==> src/rtl/lsu_bridge.sv <==
// Load/store bridge between a single-cycle core datapath and a valid/ready style data-memory bus.
// Legal accesses walk IDLE->REQ->RESP->DONE, stalling the core until the response is in.
module lsu_bridge #(
    parameter int TIMEOUT_CYCLES = 255
) (
    input  logic        clk,
    input  logic        reset,
    input  logic        MemRead,
    input  logic        MemWrite,
    input  logic [2:0]  Funct3,
    input  logic [31:0] ALUResult,
    input  logic [31:0] WriteData,
    output logic [31:0] ReadData,
    output logic        Stall,
    output logic        AccessErr,
    output logic        BusErr,
    output logic        mem_req,
    output logic        mem_we,
    output logic [31:0] mem_addr,
    output logic [3:0]  mem_be,
    output logic [31:0] mem_wdata,
    input  logic        mem_gnt,
    input  logic        mem_rvalid,
    input  logic [31:0] mem_rdata,
    output logic [1:0]  dbg_state
);
    localparam int CW = $clog2(TIMEOUT_CYCLES + 1);

    // Bus handshake: mem_req rises in REQ and holds with stable addr/we/be/wdata until
    // the cycle mem_gnt is seen; mem_rvalid is then accepted once in RESP (data or write ack).
    typedef enum logic [1:0] {IDLE, REQ, RESP, DONE} state_t;

    state_t         state, state_nxt;
    logic [CW-1:0]  cnt;
    logic [2:0]     f3_q;
    logic [1:0]     off_q;
    logic           we_q;
    logic [3:0]     be_q;
    logic [31:0]    addr_q, wdata_q;

    logic           access, illegal, bad_f3, misalign, start, timeout, abort;
    logic [3:0]     be_new;
    logic [31:0]    wdata_new, lane, load_data;

    assign access   = MemRead ^ MemWrite;
    assign bad_f3   = (Funct3 == 3'b011) || (Funct3[2:1] == 2'b11) || (MemWrite && Funct3[2]);
    assign misalign = ((Funct3[1:0] == 2'b01) && ALUResult[0]) ||
                      ((Funct3[1:0] == 2'b10) && (ALUResult[1:0] != 2'b00));
    assign illegal  = (MemRead && MemWrite) || (access && (bad_f3 || misalign));
    assign start    = (state == IDLE) && access && !illegal;
    // >= rather than == so a grant landing on the last allowed cycle still times out in RESP
    assign timeout  = (cnt >= CW'(TIMEOUT_CYCLES - 1));
    assign abort    = timeout && (((state == REQ) && !mem_gnt) || ((state == RESP) && !mem_rvalid));

    always_comb begin
        be_new    = 4'b1111;
        wdata_new = WriteData;
        case (Funct3[1:0])
            2'b00: begin
                be_new    = 4'b0001 << ALUResult[1:0];
                wdata_new = {4{WriteData[7:0]}};
            end
            2'b01: begin
                be_new    = 4'b0011 << ALUResult[1:0];
                wdata_new = {2{WriteData[15:0]}};
            end
            default: ;
        endcase
    end

    assign lane = mem_rdata >> {off_q, 3'b000};

    always_comb begin
        load_data = lane;
        case (f3_q)
            3'b000:  load_data = {{24{lane[7]}}, lane[7:0]};
            3'b001:  load_data = {{16{lane[15]}}, lane[15:0]};
            3'b100:  load_data = {24'd0, lane[7:0]};
            3'b101:  load_data = {16'd0, lane[15:0]};
            default: load_data = lane;
        endcase
    end

    always_comb begin
        state_nxt = state;
        Stall     = 1'b0;
        AccessErr = 1'b0;
        case (state)
            IDLE: begin
                AccessErr = illegal;
                if (start) begin
                    Stall     = 1'b1;
                    state_nxt = REQ;
                end
            end
            REQ: begin
                Stall = 1'b1;
                if (mem_gnt)      state_nxt = RESP;
                else if (timeout) state_nxt = DONE;
            end
            RESP: begin
                Stall = 1'b1;
                if (mem_rvalid || timeout) state_nxt = DONE;
            end
            DONE: state_nxt = IDLE;
            default: state_nxt = IDLE;
        endcase
    end

    always_ff @(posedge clk or negedge reset) begin
        if (!reset) begin
            state    <= IDLE;
            cnt      <= '0;
            f3_q     <= 3'b000;
            off_q    <= 2'b00;
            we_q     <= 1'b0;
            be_q     <= 4'b0000;
            addr_q   <= 32'd0;
            wdata_q  <= 32'd0;
            ReadData <= 32'd0;
            BusErr   <= 1'b0;
        end else begin
            state  <= state_nxt;
            BusErr <= abort;
            if (start) begin
                cnt     <= '0;
                f3_q    <= Funct3;
                off_q   <= ALUResult[1:0];
                we_q    <= MemWrite;
                be_q    <= be_new;
                addr_q  <= {ALUResult[31:2], 2'b00};
                wdata_q <= wdata_new;
            end else if ((state == REQ) || (state == RESP)) begin
                cnt <= cnt + CW'(1);
            end
            if ((state == RESP) && mem_rvalid && !we_q) ReadData <= load_data;
            if (abort && !we_q) ReadData <= 32'd0;
        end
    end

    assign mem_req   = (state == REQ);
    assign mem_we    = we_q;
    assign mem_addr  = addr_q;
    assign mem_be    = be_q;
    assign mem_wdata = wdata_q;
    assign dbg_state = state;
endmodule

==> config.mk <==
export PLATFORM = sky130hd
export DESIGN_NAME = lsu_bridge
export DESIGN_NICKNAME = d
export VERILOG_FILES = /design/src/rtl/lsu_bridge.sv
export SDC_FILE = /design/constraint.sdc
export NUM_CORES = 1
export LEC_CHECK = 0
export ABC_AREA = 1
export CORE_MARGIN = 8
export CORE_UTILIZATION = 30
export DETAILED_ROUTE_END_ITERATION = 10
export MAX_ROUTING_LAYER = met4
export PLACE_DENSITY = 0.65
export REMOVE_ABC_BUFFERS = 1
export SETUP_SLACK_MARGIN = 0.5
export SKIP_CTS_REPAIR_TIMING = 1
export SLEW_MARGIN = 20
export SYNTH_ARGS = -nofsm -noshare
export SYNTH_HDL_FRONTEND = slang
export SYNTH_SLANG_ARGS = --single-unit
export TNS_END_PERCENT = 5
==> constraint.sdc <==
create_clock -name clk -period 1.92 [get_ports clk]
set_input_delay 0.384 -clock clk [delete_from_list [all_inputs] [get_ports clk]]
set_output_delay 0.384 -clock clk [all_outputs]
set_load 0.03 [all_outputs]
==> impl_metrics.py, run 1 <==
metrics = {
    "critical_path": {
        "critical_path.slowest_cell": "dfrtp_1",
        "path_class": "register to output port",
        "r2r_cells": 11,
        "reg2reg_from": "dbg_state[0]",
        "end_kind": "output port",
        "crit_end": "Stall",
        "arrival_ps": 1520,
        "cp_top_family": "flip-flops",
        "cp.depth": 7,
        "critPathMaxStageDelay_ps": 400,
        "r2r_slack_ps": 90,
        "crit_top_cell": "inv_2",
        "crit_chain": "inv_2 > ha_4 > nand2_2 > inv_2 > nand3_4 > a21oi_2 > buf_6",
        "critical_path_buf_inv_count": 3,
        "critPathLaunchType": "register",
        "worstReg2RegEnd": "ReadData[6]",
        "cp.required_ps": 1540,
        "cp-startpoint": "dbg_state[0]",
        "crit_fanout": 4,
    },
    "grt": {
        "grt_pass1_wl_um": 29800,
        "grt_max_degree": 48,
        "grt-ovfl-total": 0,
        "grt_usage_pct": 16.3,
        "grt_antenna_before_repair": 0,
        "grt_pass1_vias": 5584,
    },
    "yosys": {
        "synth-main-ff-cell": "dfrtp_1",
        "synth-seq-area-share_pct": 50.6,
        "syn_area_um2": 5690,
        "synth_warnings": 0,
        "postSynthCellCount": 762,
        "postSynth.asyncResetShare_pct": 100,
        "synth_edf_count": 0,
        "ys_ff_latch": 115,
        "syn_avg_cell_area_um2": 7.47,
        "ys_types": 32,
    },
    "cells_and_area": {
        "final_nets": 1106,
        "fillers": 1871,
        "drive_gt1_share_pct": 24.8,
        "antennaDiodeCount": 0,
        "final_cells": 1239,
        "final_cell_mix": "nand2_1, dfrtp_1, clkdlybuf4s50_1",
        "fin_area_um2": 8740,
        "areaGrowthSynthToFinish_pct": 53.5,
        "final_common_cell": "nand2_1",
        "regArea_um2": 2880,
        "multi_input_area_um2": 2710,
    },
    "place": {
        "post-dp-hpwl_um": 13500,
        "dp_cells": 1198,
        "portBuffers": 209,
        "placed_area_um2": 8200,
        "gp_congestion": 0.845,
        "place_ws_ps": -240,
    },
    "timing": {
        "tns_ps": 0,
        "layout_min_cycle_time_ps": 1900,
        "clock_skew_ps": 9.84,
        "final.setup.worst_slack_ps": 19.1,
        "hold_viol_final": 0,
        "rsz0062_at_grt": "yes",
        "slew_viol_final": 0,
        "setup_violations": 0,
        "post-route-period-util_pct": 99.0,
        "fmax_ghz": 0.526,
    },
    "drt": {
        "first_pass_iters": 4,
        "vias_per_cell": 4.55,
        "vias": 5633,
        "drt-total-wl_um": 18900,
        "wire_per_inst_um": 15.2,
        "drt_iter0_drc": 288,
        "drc": 0,
        "ant_nets": 0,
    },
    "pwr": {
        "power.leakage_uw": 0.00464,
        "ir_worst_vdd_mv": 0.781,
        "power_density_nw_per_um2": 1700,
        "p_total_uw": 14900,
    },
    "floorplan": {
        "boundaryPins": 212,
        "die_x_um": 154,
        "row_count": 50,
        "start_util_pct": 30.5,
        "die-area_um2": 23600,
        "die_height_um": 154,
        "coreArea_um2": 18600,
    },
    "status": {
        "status": "finished, final reports clean",
    },
    "clock_tree": {
        "clock_latency_ps": 410,
        "clockRootBuffer": "clkbuf_16",
        "cts_max_path_buffers": 2,
        "cts_tree": "yes",
        "htreeDepth": 4,
        "path_clk_slew_ps": 50,
        "clock_sink_count": 115,
        "numCtsBuffers": 17,
    },
    "min_path": {
        "hold_class": "primary input to register",
    },
    "flow_run": {
        "cap_violations": 0,
    },
}
==> synthesized netlist by cell type, types with 2 or more instances <==
cell type,n,area (µm²)
a21oi_1,33,165
buf_1,2,7.51
buf_2,22,110
buf_4,7,52.6
buf_6,3,33.8
clkbuf_1,7,26.3
dfrtp_1,115,2880
ha_1,8,100
inv_1,25,93.8
inv_2,2,7.51
nand2_1,392,1470
nand3_1,52,260
nand3_2,3,30.0
nor2_1,28,105
nor3_1,2,10.0
o21ai_0,41,205
o21ai_1,3,15.0
or2_2,2,12.5
xor2_1,2,17.5
==> worst min path at each step <==
stage | startpoint | endpoint | slack, ps | depth (start not counted)
2_1_floorplan | reset | BusErr | 90 | 0
5_1_grt | MemWrite | mem_we | 310 | 3
3_5_place_dp | reset | ReadData[0] | 330 | 1
6_report | MemWrite | mem_we | 300 | 3
4_1_cts | reset | ReadData[20] | -110 | 1
3_3_place_gp | reset | BusErr | 330 | 1
==> state kept, by name, summed over array words and instances (netlist names) <==
register / cells
BusErr: 1
ReadData: 32
cnt: 8
dbg_state: 2
f3_q: 3
mem_addr: 30
mem_be: 4
mem_wdata: 32
mem_we: 1
off_q: 2
==> logic make-up (layout without fill, tap and decap cells) <==
logic type | Yosys count | count (layout) | synth area share [%]
XOR/XNOR | 3 | 3 | 0.462
flip-flops | 115 | 115 | 50.6
AND/OR/NAND/NOR | 486 | 486 | 34.1
other | 1 | 2 | 0.0659
AO/OA/AOI/OAI | 79 | 79 | 7.06
buffers and inverters | 70 | 312 | 6.00
adder cells (fa/ha/maj) | 8 | 8 | 1.76
==> layer usage <==
metal	wire length [µm]	GRT usage, %	vias to the layer above
met5	0	-	-
li1	-	-	2848
met4	199	4.76	0
met1	8350	19.7	2579
met3	1650	6.42	17
met2	8650	24.7	189
==> power by group <==
| group | internal, µW | switching (µW) | leakage, µW |
|---|---|---|---|
| Combinational | 2470 | 4850 | 0.00288 |
| Clock | 2260 | 1140 | 0.000305 |
| Sequential | 3480 | 685 | 0.00145 |
==> stage by stage <==
| step | util (%) | hold WS (ps) |
|---|---|---|
| global route | 46.9 | 314 |
| finish | 46.9 | 304 |
| CTS | 47.3 | -110 |
| global placement | 44.0 | 331 |
| detailed placement | 44.0 | 334 |
| floorplan | - | 88.4 |
==> tightest hold or removal path, stage by stage <==
cell            delay, ps
dlymetal6s2s_1        170
nand2_1                80
nand2_1                40
==> area by class of cell <==
type | count | share of cell area [%]
Timing Repair Buffer | 252 | 24.1
Clock buffer | 21 | 5.39
Clock inverter | 10 | 1.78
Inverter | 29 | 1.33
Tap cell | 234 | 3.35
Sequential cell | 115 | 33.0
Multi-Input combinational cell | 578 | 31.0
Note: power is estimated with default switching activity, not from simulation.
==> run 2: changes to the inputs <==
--- a/config.mk
+++ b/config.mk
@@ -6,11 +6,11 @@
 export NUM_CORES = 1
 export LEC_CHECK = 0
 export ABC_AREA = 1
+export CAP_MARGIN = 20
 export CORE_MARGIN = 8
 export CORE_UTILIZATION = 30
 export DETAILED_ROUTE_END_ITERATION = 10
-export MAX_ROUTING_LAYER = met4
-export PLACE_DENSITY = 0.65
+export PLACE_DENSITY_LB_ADDON = 0.12
 export REMOVE_ABC_BUFFERS = 1
 export SETUP_SLACK_MARGIN = 0.5
 export SKIP_CTS_REPAIR_TIMING = 1
==> run 2 against run 1 <==
  * The flow now finishes with violations (negative setup slack)
  * Via count fell by 0.73%
  * Core utilization is essentially flat
  * Worst setup slack worse by 21 ps
  * Sequential share of layout area barely moved
  * Maximum frequency decreased by 1.1%
  * Cell count grew 0.16%
  * First-iteration DRC count down 32%
  * Critical path type unchanged
  * Critical endpoint unchanged
==> impl_metrics.py, run 2 (synthesized netlist as in run 1, its figures left out) <==
metrics = {
    "clock_tree": {
        "cts_tree": "yes",
        "clock_latency_ps": 420,
        "path_clk_slew_ps": 60,
        "clock_sink_count": 115,
        "htreeDepth": 4,
        "cts_max_path_buffers": 2,
        "clockRootBuffer": "clkbuf_16",
        "numCtsBuffers": 17,
    },
    "floorplan": {
        "die_x_um": 154,
        "die_height_um": 154,
        "row_count": 50,
        "die-area_um2": 23600,
        "coreArea_um2": 18600,
        "boundaryPins": 212,
        "start_util_pct": 30.5,
    },
    "timing": {
        "post-route-period-util_pct": 100,
        "fmax_ghz": 0.520,
        "rsz0062_at_grt": "yes",
        "layout_min_cycle_time_ps": 1920,
        "slew_viol_final": 0,
        "final.setup.worst_slack_ps": -1.55,
        "hold_viol_final": 0,
        "setup_violations": 1,
        "tns_ps": -1.55,
        "clock_skew_ps": 9.67,
    },
    "grt": {
        "grt_max_degree": 52,
        "top_usage_layer": "met2",
        "grt_pass1_vias": 5693,
        "grtUsageMet1_pct": 20.0,
        "use_met3_pct": 8.55,
        "grt-ovfl-total": 0,
        "met2_usage_pct": 24.2,
        "grt_usage_pct": 16.2,
        "grt_pass1_wl_um": 30400,
        "grt_antenna_before_repair": 5,
    },
    "cells_and_area": {
        "regArea_um2": 2880,
        "multi_input_area_um2": 2710,
        "final_nets": 1105,
        "fin_area_um2": 8740,
        "final_cell_mix": "nand2_1, dfrtp_1, clkdlybuf4s50_1",
        "areaGrowthSynthToFinish_pct": 53.6,
        "final_common_cell": "nand2_1",
        "drive_gt1_share_pct": 25.9,
        "fillers": 1931,
    },
    "critical_path": {
        "crit_fanout": 4,
        "cp-startpoint": "dbg_state[1]",
        "cp.required_ps": 1540,
        "arrival_ps": 1540,
        "critPathLaunchType": "register",
        "critPathMaxStageDelay_ps": 390,
        "critical_path.slowest_cell": "dfrtp_1",
        "crit_chain": "inv_2 > ha_4 > inv_1 > a21oi_2 > buf_6",
        "end_kind": "output port",
        "path_class": "register to output port",
        "reg2reg_from": "dbg_state[0]",
    },
    "min_path": {
        "min_from": "MemWrite",
        "hold_class": "primary input to register",
    },
    "pwr": {
        "ir_worst_vdd_mv": 0.712,
        "power_density_nw_per_um2": 1690,
        "power.leakage_uw": 0.00463,
    },
    "flow_run": {
        "cap_violations": 0,
    },
    "drt": {
        "wire_per_inst_um": 15.3,
        "drt-total-wl_um": 18900,
        "first_pass_iters": 5,
        "vias_per_cell": 4.51,
        "ant_nets": 0,
        "drt_iter0_drc": 195,
        "drc": 0,
        "vias": 5592,
    },
    "status": {
        "status": "complete, but fails checks",
        "violations": "negative setup slack",
    },
    "place": {
        "post-dp-hpwl_um": 13700,
        "gp_congestion": 0.775,
        "portBuffers": 209,
        "placed_area_um2": 8240,
    },
}
==> run 2: changes by cell type in the layout (fill, tap and decap cells not counted), moves of 5 or more <==
cell,previous run,this run
buf_4,39,44
o21ai_1,4,14
inv_6,0,5
o21ai_0,39,29
nand2_1,354,340
buf_2,14,20
clkbuf_2,76,64
nand2_2,32,50
==> run 2: metal layers <==
layer	wire length (µm)	up-vias	part of all wire (%)
met4	167	6	0.88
li1	-	2853	-
met3	1980	17	10
met1	8300	2542	44
met5	34	-	0.18
met2	8450	174	45
==> run 2: stage by stage <==
stage	power [µW]	hold WS (ps)	worst slack (ps)	instances	util, %
after CTS	15300	-118	-282	1232	47.4
after detailed placement	11900	338	-277	1200	44.2
final	14800	312	-1.55	1241	46.9
after floorplan	8370	88.4	-1280	722	-
after global placement	11900	329	-325	1200	44.2
after global routing	15900	307	-102	1241	46.9
==> run 2: report_power, final <==
group / internal, µW / switching [µW] / leakage (µW)
sequential: 3480 / 709 / 0.00145
clock: 1950 / 1290 / 0.000283
combinational: 2540 / 4790 / 0.00289
total: 7960 / 6790 / 0.00463
==> run 2: final cells by class <==
type,instances,share of cell area [%]
Antenna cell,2,0.0572
Sequential cell,115,32.9
Clock inverter,15,1.98
Timing Repair Buffer,251,24.5
Inverter,29,1.39
Tap cell,234,3.35
Clock buffer,17,4.87
Multi-Input combinational cell,578,31.0
==> run 2: final timing paths <==
path | cells past startpoint | slack, ps | end
hold / removal | 3 | 310 | mem_we
hold reg to reg | 2 | 470 | mem_addr[23]
setup reg to reg | 11 | 200 | ReadData[23]
setup / recovery | 5 | -2 | Stall
min in group asynchronous | 2 | 470 | ReadData[0]
max in group asynchronous | 3 | 820 | mem_we
==> run 2: worst max-delay path, delay by kind of cell (launching register included) <==
kind,cells,cell delay [ps]
compound gates,1,130
fa+ha+maj,1,300
buf+inv,3,300
flops,1,390
==> run 3: changes to the inputs <==
--- a/config.mk
+++ b/config.mk
@@ -9,8 +9,9 @@
 export CAP_MARGIN = 20
 export CORE_MARGIN = 8
 export CORE_UTILIZATION = 30
+export CTS_CLUSTER_DIAMETER = 120
 export DETAILED_ROUTE_END_ITERATION = 10
-export PLACE_DENSITY_LB_ADDON = 0.12
+export PLACE_DENSITY = 0.67
 export REMOVE_ABC_BUFFERS = 1
 export SETUP_SLACK_MARGIN = 0.5
 export SKIP_CTS_REPAIR_TIMING = 1
==> run 3 against run 2 <==
  * The flow still finishes with violations (negative setup slack)
  * Sequential power about the same
  * Clock skew shrank 0.80 ps
  * Via count is 3.8% higher
  * First-iteration DRC count up 55%
  * Cell count increased by 0.40%
  * Global-route usage barely moved
  * Non-clock buffer count up 7
  * Flip-flop and latch count unchanged
  * Core utilization is 1.3 points higher
  * Cell area is 2.8% higher
  * Critical path depth is 2 higher
==> impl_metrics.py, run 3 (synthesized netlist as in run 1, its figures left out) <==
metrics = {
    "cells_and_area": {
        "final_nets": 1112,
        "utilization_pct": 48.2,
        "drive_gt1_share_pct": 26.6,
        "final_common_cell": "nand2_1",
        "final_cell_mix": "nand2_1, dfrtp_1, clkdlybuf4s50_1",
        "fin_area_um2": 8990,
        "antennaDiodeCount": 0,
        "areaGrowthSynthToFinish_pct": 57.9,
        "fillers": 1830,
    },
    "drt": {
        "ant_nets": 0,
        "drt-total-wl_um": 19900,
        "wire_per_inst_um": 16.0,
        "drc": 0,
        "drt_iter0_drc": 303,
        "first_pass_iters": 5,
        "vias": 5806,
        "vias_per_cell": 4.66,
    },
    "status": {
        "status": "complete, but fails checks",
        "violations": "negative setup slack",
    },
    "critical_path": {
        "crit_fanout": 4,
        "critPathLaunchType": "register",
        "path_class": "register to output port",
        "critical_path.slowest_cell": "dfrtp_2",
        "cp_top_family": "flip-flops",
        "r2r_slack_ps": 180,
        "cp.required_ps": 1540,
        "critPathMaxStageDelay_ps": 440,
        "arrival_ps": 1560,
        "critical_path_buf_inv_count": 3,
        "end_kind": "output port",
        "crit_chain": "inv_4 > ha_4 > nand2_2 > inv_2 > nand3_4 > a21oi_4 > buf_12",
    },
    "timing": {
        "hold_viol_final": 0,
        "rsz0062_at_grt": "yes",
        "hold_ws_ps": 47.2,
        "slew_viol_final": 0,
        "layout_min_cycle_time_ps": 1940,
        "maxSlewHeadroom_pct": 54.2,
        "post-route-period-util_pct": 101,
        "fmax_ghz": 0.515,
        "worst_pin_slew_ps": 687,
        "clock_skew_ps": 8.88,
        "tns_ps": -20.5,
        "final.setup.worst_slack_ps": -20.5,
        "setup_violations": 1,
    },
    "grt": {
        "grt-ovfl-total": 0,
        "grt_max_degree": 116,
        "grt_antenna_before_repair": 0,
        "grt_pass1_wl_um": 30600,
        "grt_usage_pct": 16.2,
        "grt_pass1_vias": 5679,
    },
    "floorplan": {
        "die_height_um": 154,
        "start_util_pct": 30.5,
        "die-area_um2": 23600,
        "die_x_um": 154,
        "coreArea_um2": 18600,
        "row_count": 50,
        "boundaryPins": 212,
    },
    "clock_tree": {
        "numCtsBuffers": 17,
        "clock_sink_count": 115,
        "cts_tree": "yes",
        "clock_latency_ps": 410,
        "cts_max_path_buffers": 2,
        "htreeDepth": 4,
        "clockRootBuffer": "clkbuf_16",
        "path_clk_slew_ps": 50,
    },
    "place": {
        "portBuffers": 209,
        "placed_area_um2": 8200,
        "post-dp-hpwl_um": 13500,
        "gp_congestion": 0.803,
    },
    "min_path": {
        "hold_class": "primary input to async pin",
    },
    "pwr": {
        "power.leakage_uw": 0.00484,
        "power_density_nw_per_um2": 1700,
        "ir_worst_vdd_mv": 0.889,
        "p_total_uw": 15200,
    },
    "flow_run": {
        "cap_violations": 0,
    },
}
==> run 3: cell types whose count changed in the layout (fill, tap and decap cells not counted), sizes merged <==
cell | before | now
diode | 2 | 0
dlygate4sd3 | 1 | 0
bufinv | 2 | 4
buf | 83 | 66
clkbuf | 81 | 112
dlymetal6s2s | 7 | 8
inv | 33 | 27
clkinvlp | 3 | 0
==> run 3: final cells by class <==
cell class	count	area, µm²	area share (%)
clock buffers	24	522	5.81
multi-input cells	578	2780	31.0
inverters	29	124	1.38
flip-flops and latches	115	2880	32.0
well taps	234	293	3.26
clock inverters	8	144	1.60
repair buffers	258	2240	24.9
==> run 3: through the flow <==
stage	std cells	setup WS [ps]
after global routing	1246	-95.5
after floorplan	722	-1280
after CTS	1232	-331
after global placement	1200	-301
after detailed placement	1200	-390
final	1246	-20.5
==> run 3: path summary, 6_finish.rpt <==
check,to,depth (start not counted),from
min in group clk,off_q[1],4,ALUResult[1]
hold / removal,ReadData[1],2,reset
setup / recovery,Stall,7,dbg_state[0]
max in group asynchronous,mem_addr[22],2,reset
hold reg to reg,mem_addr[5],2,mem_addr[5]
setup reg to reg,ReadData[3],11,dbg_state[0]
==> run 3: worst reg2reg max path, stage by stage, from the launching register on <==
cell,delay (ps)
dfrtp_2,440
inv_4,80
buf_4,120
ha_4,130
inv_1,40
o21ai_2,170
nand3_2,130
nor2_2,140
nor2_2,50
buf_12,180
nand2_1,70
o21ai_0,80
==> run 3: report_power, final <==
group	internal [µW]	switching [µW]	leakage, µW
registers	3480	692	0.00146
logic	2560	4960	0.00305
clock network	2410	1140	0.000332
==> run 3: per-layer routing <==
| metal | global-route usage [%] | part of all wire [%] | up-vias |
|---|---|---|---|
| li1 | - | - | 2858 |
| met1 | 20.0 | 42 | 2699 |
| met2 | 24.7 | 46 | 233 |
| met3 | 7.60 | 10 | 16 |
| met4 | 4.67 | 1.2 | 0 |
| met5 | 0 | 0 | - |
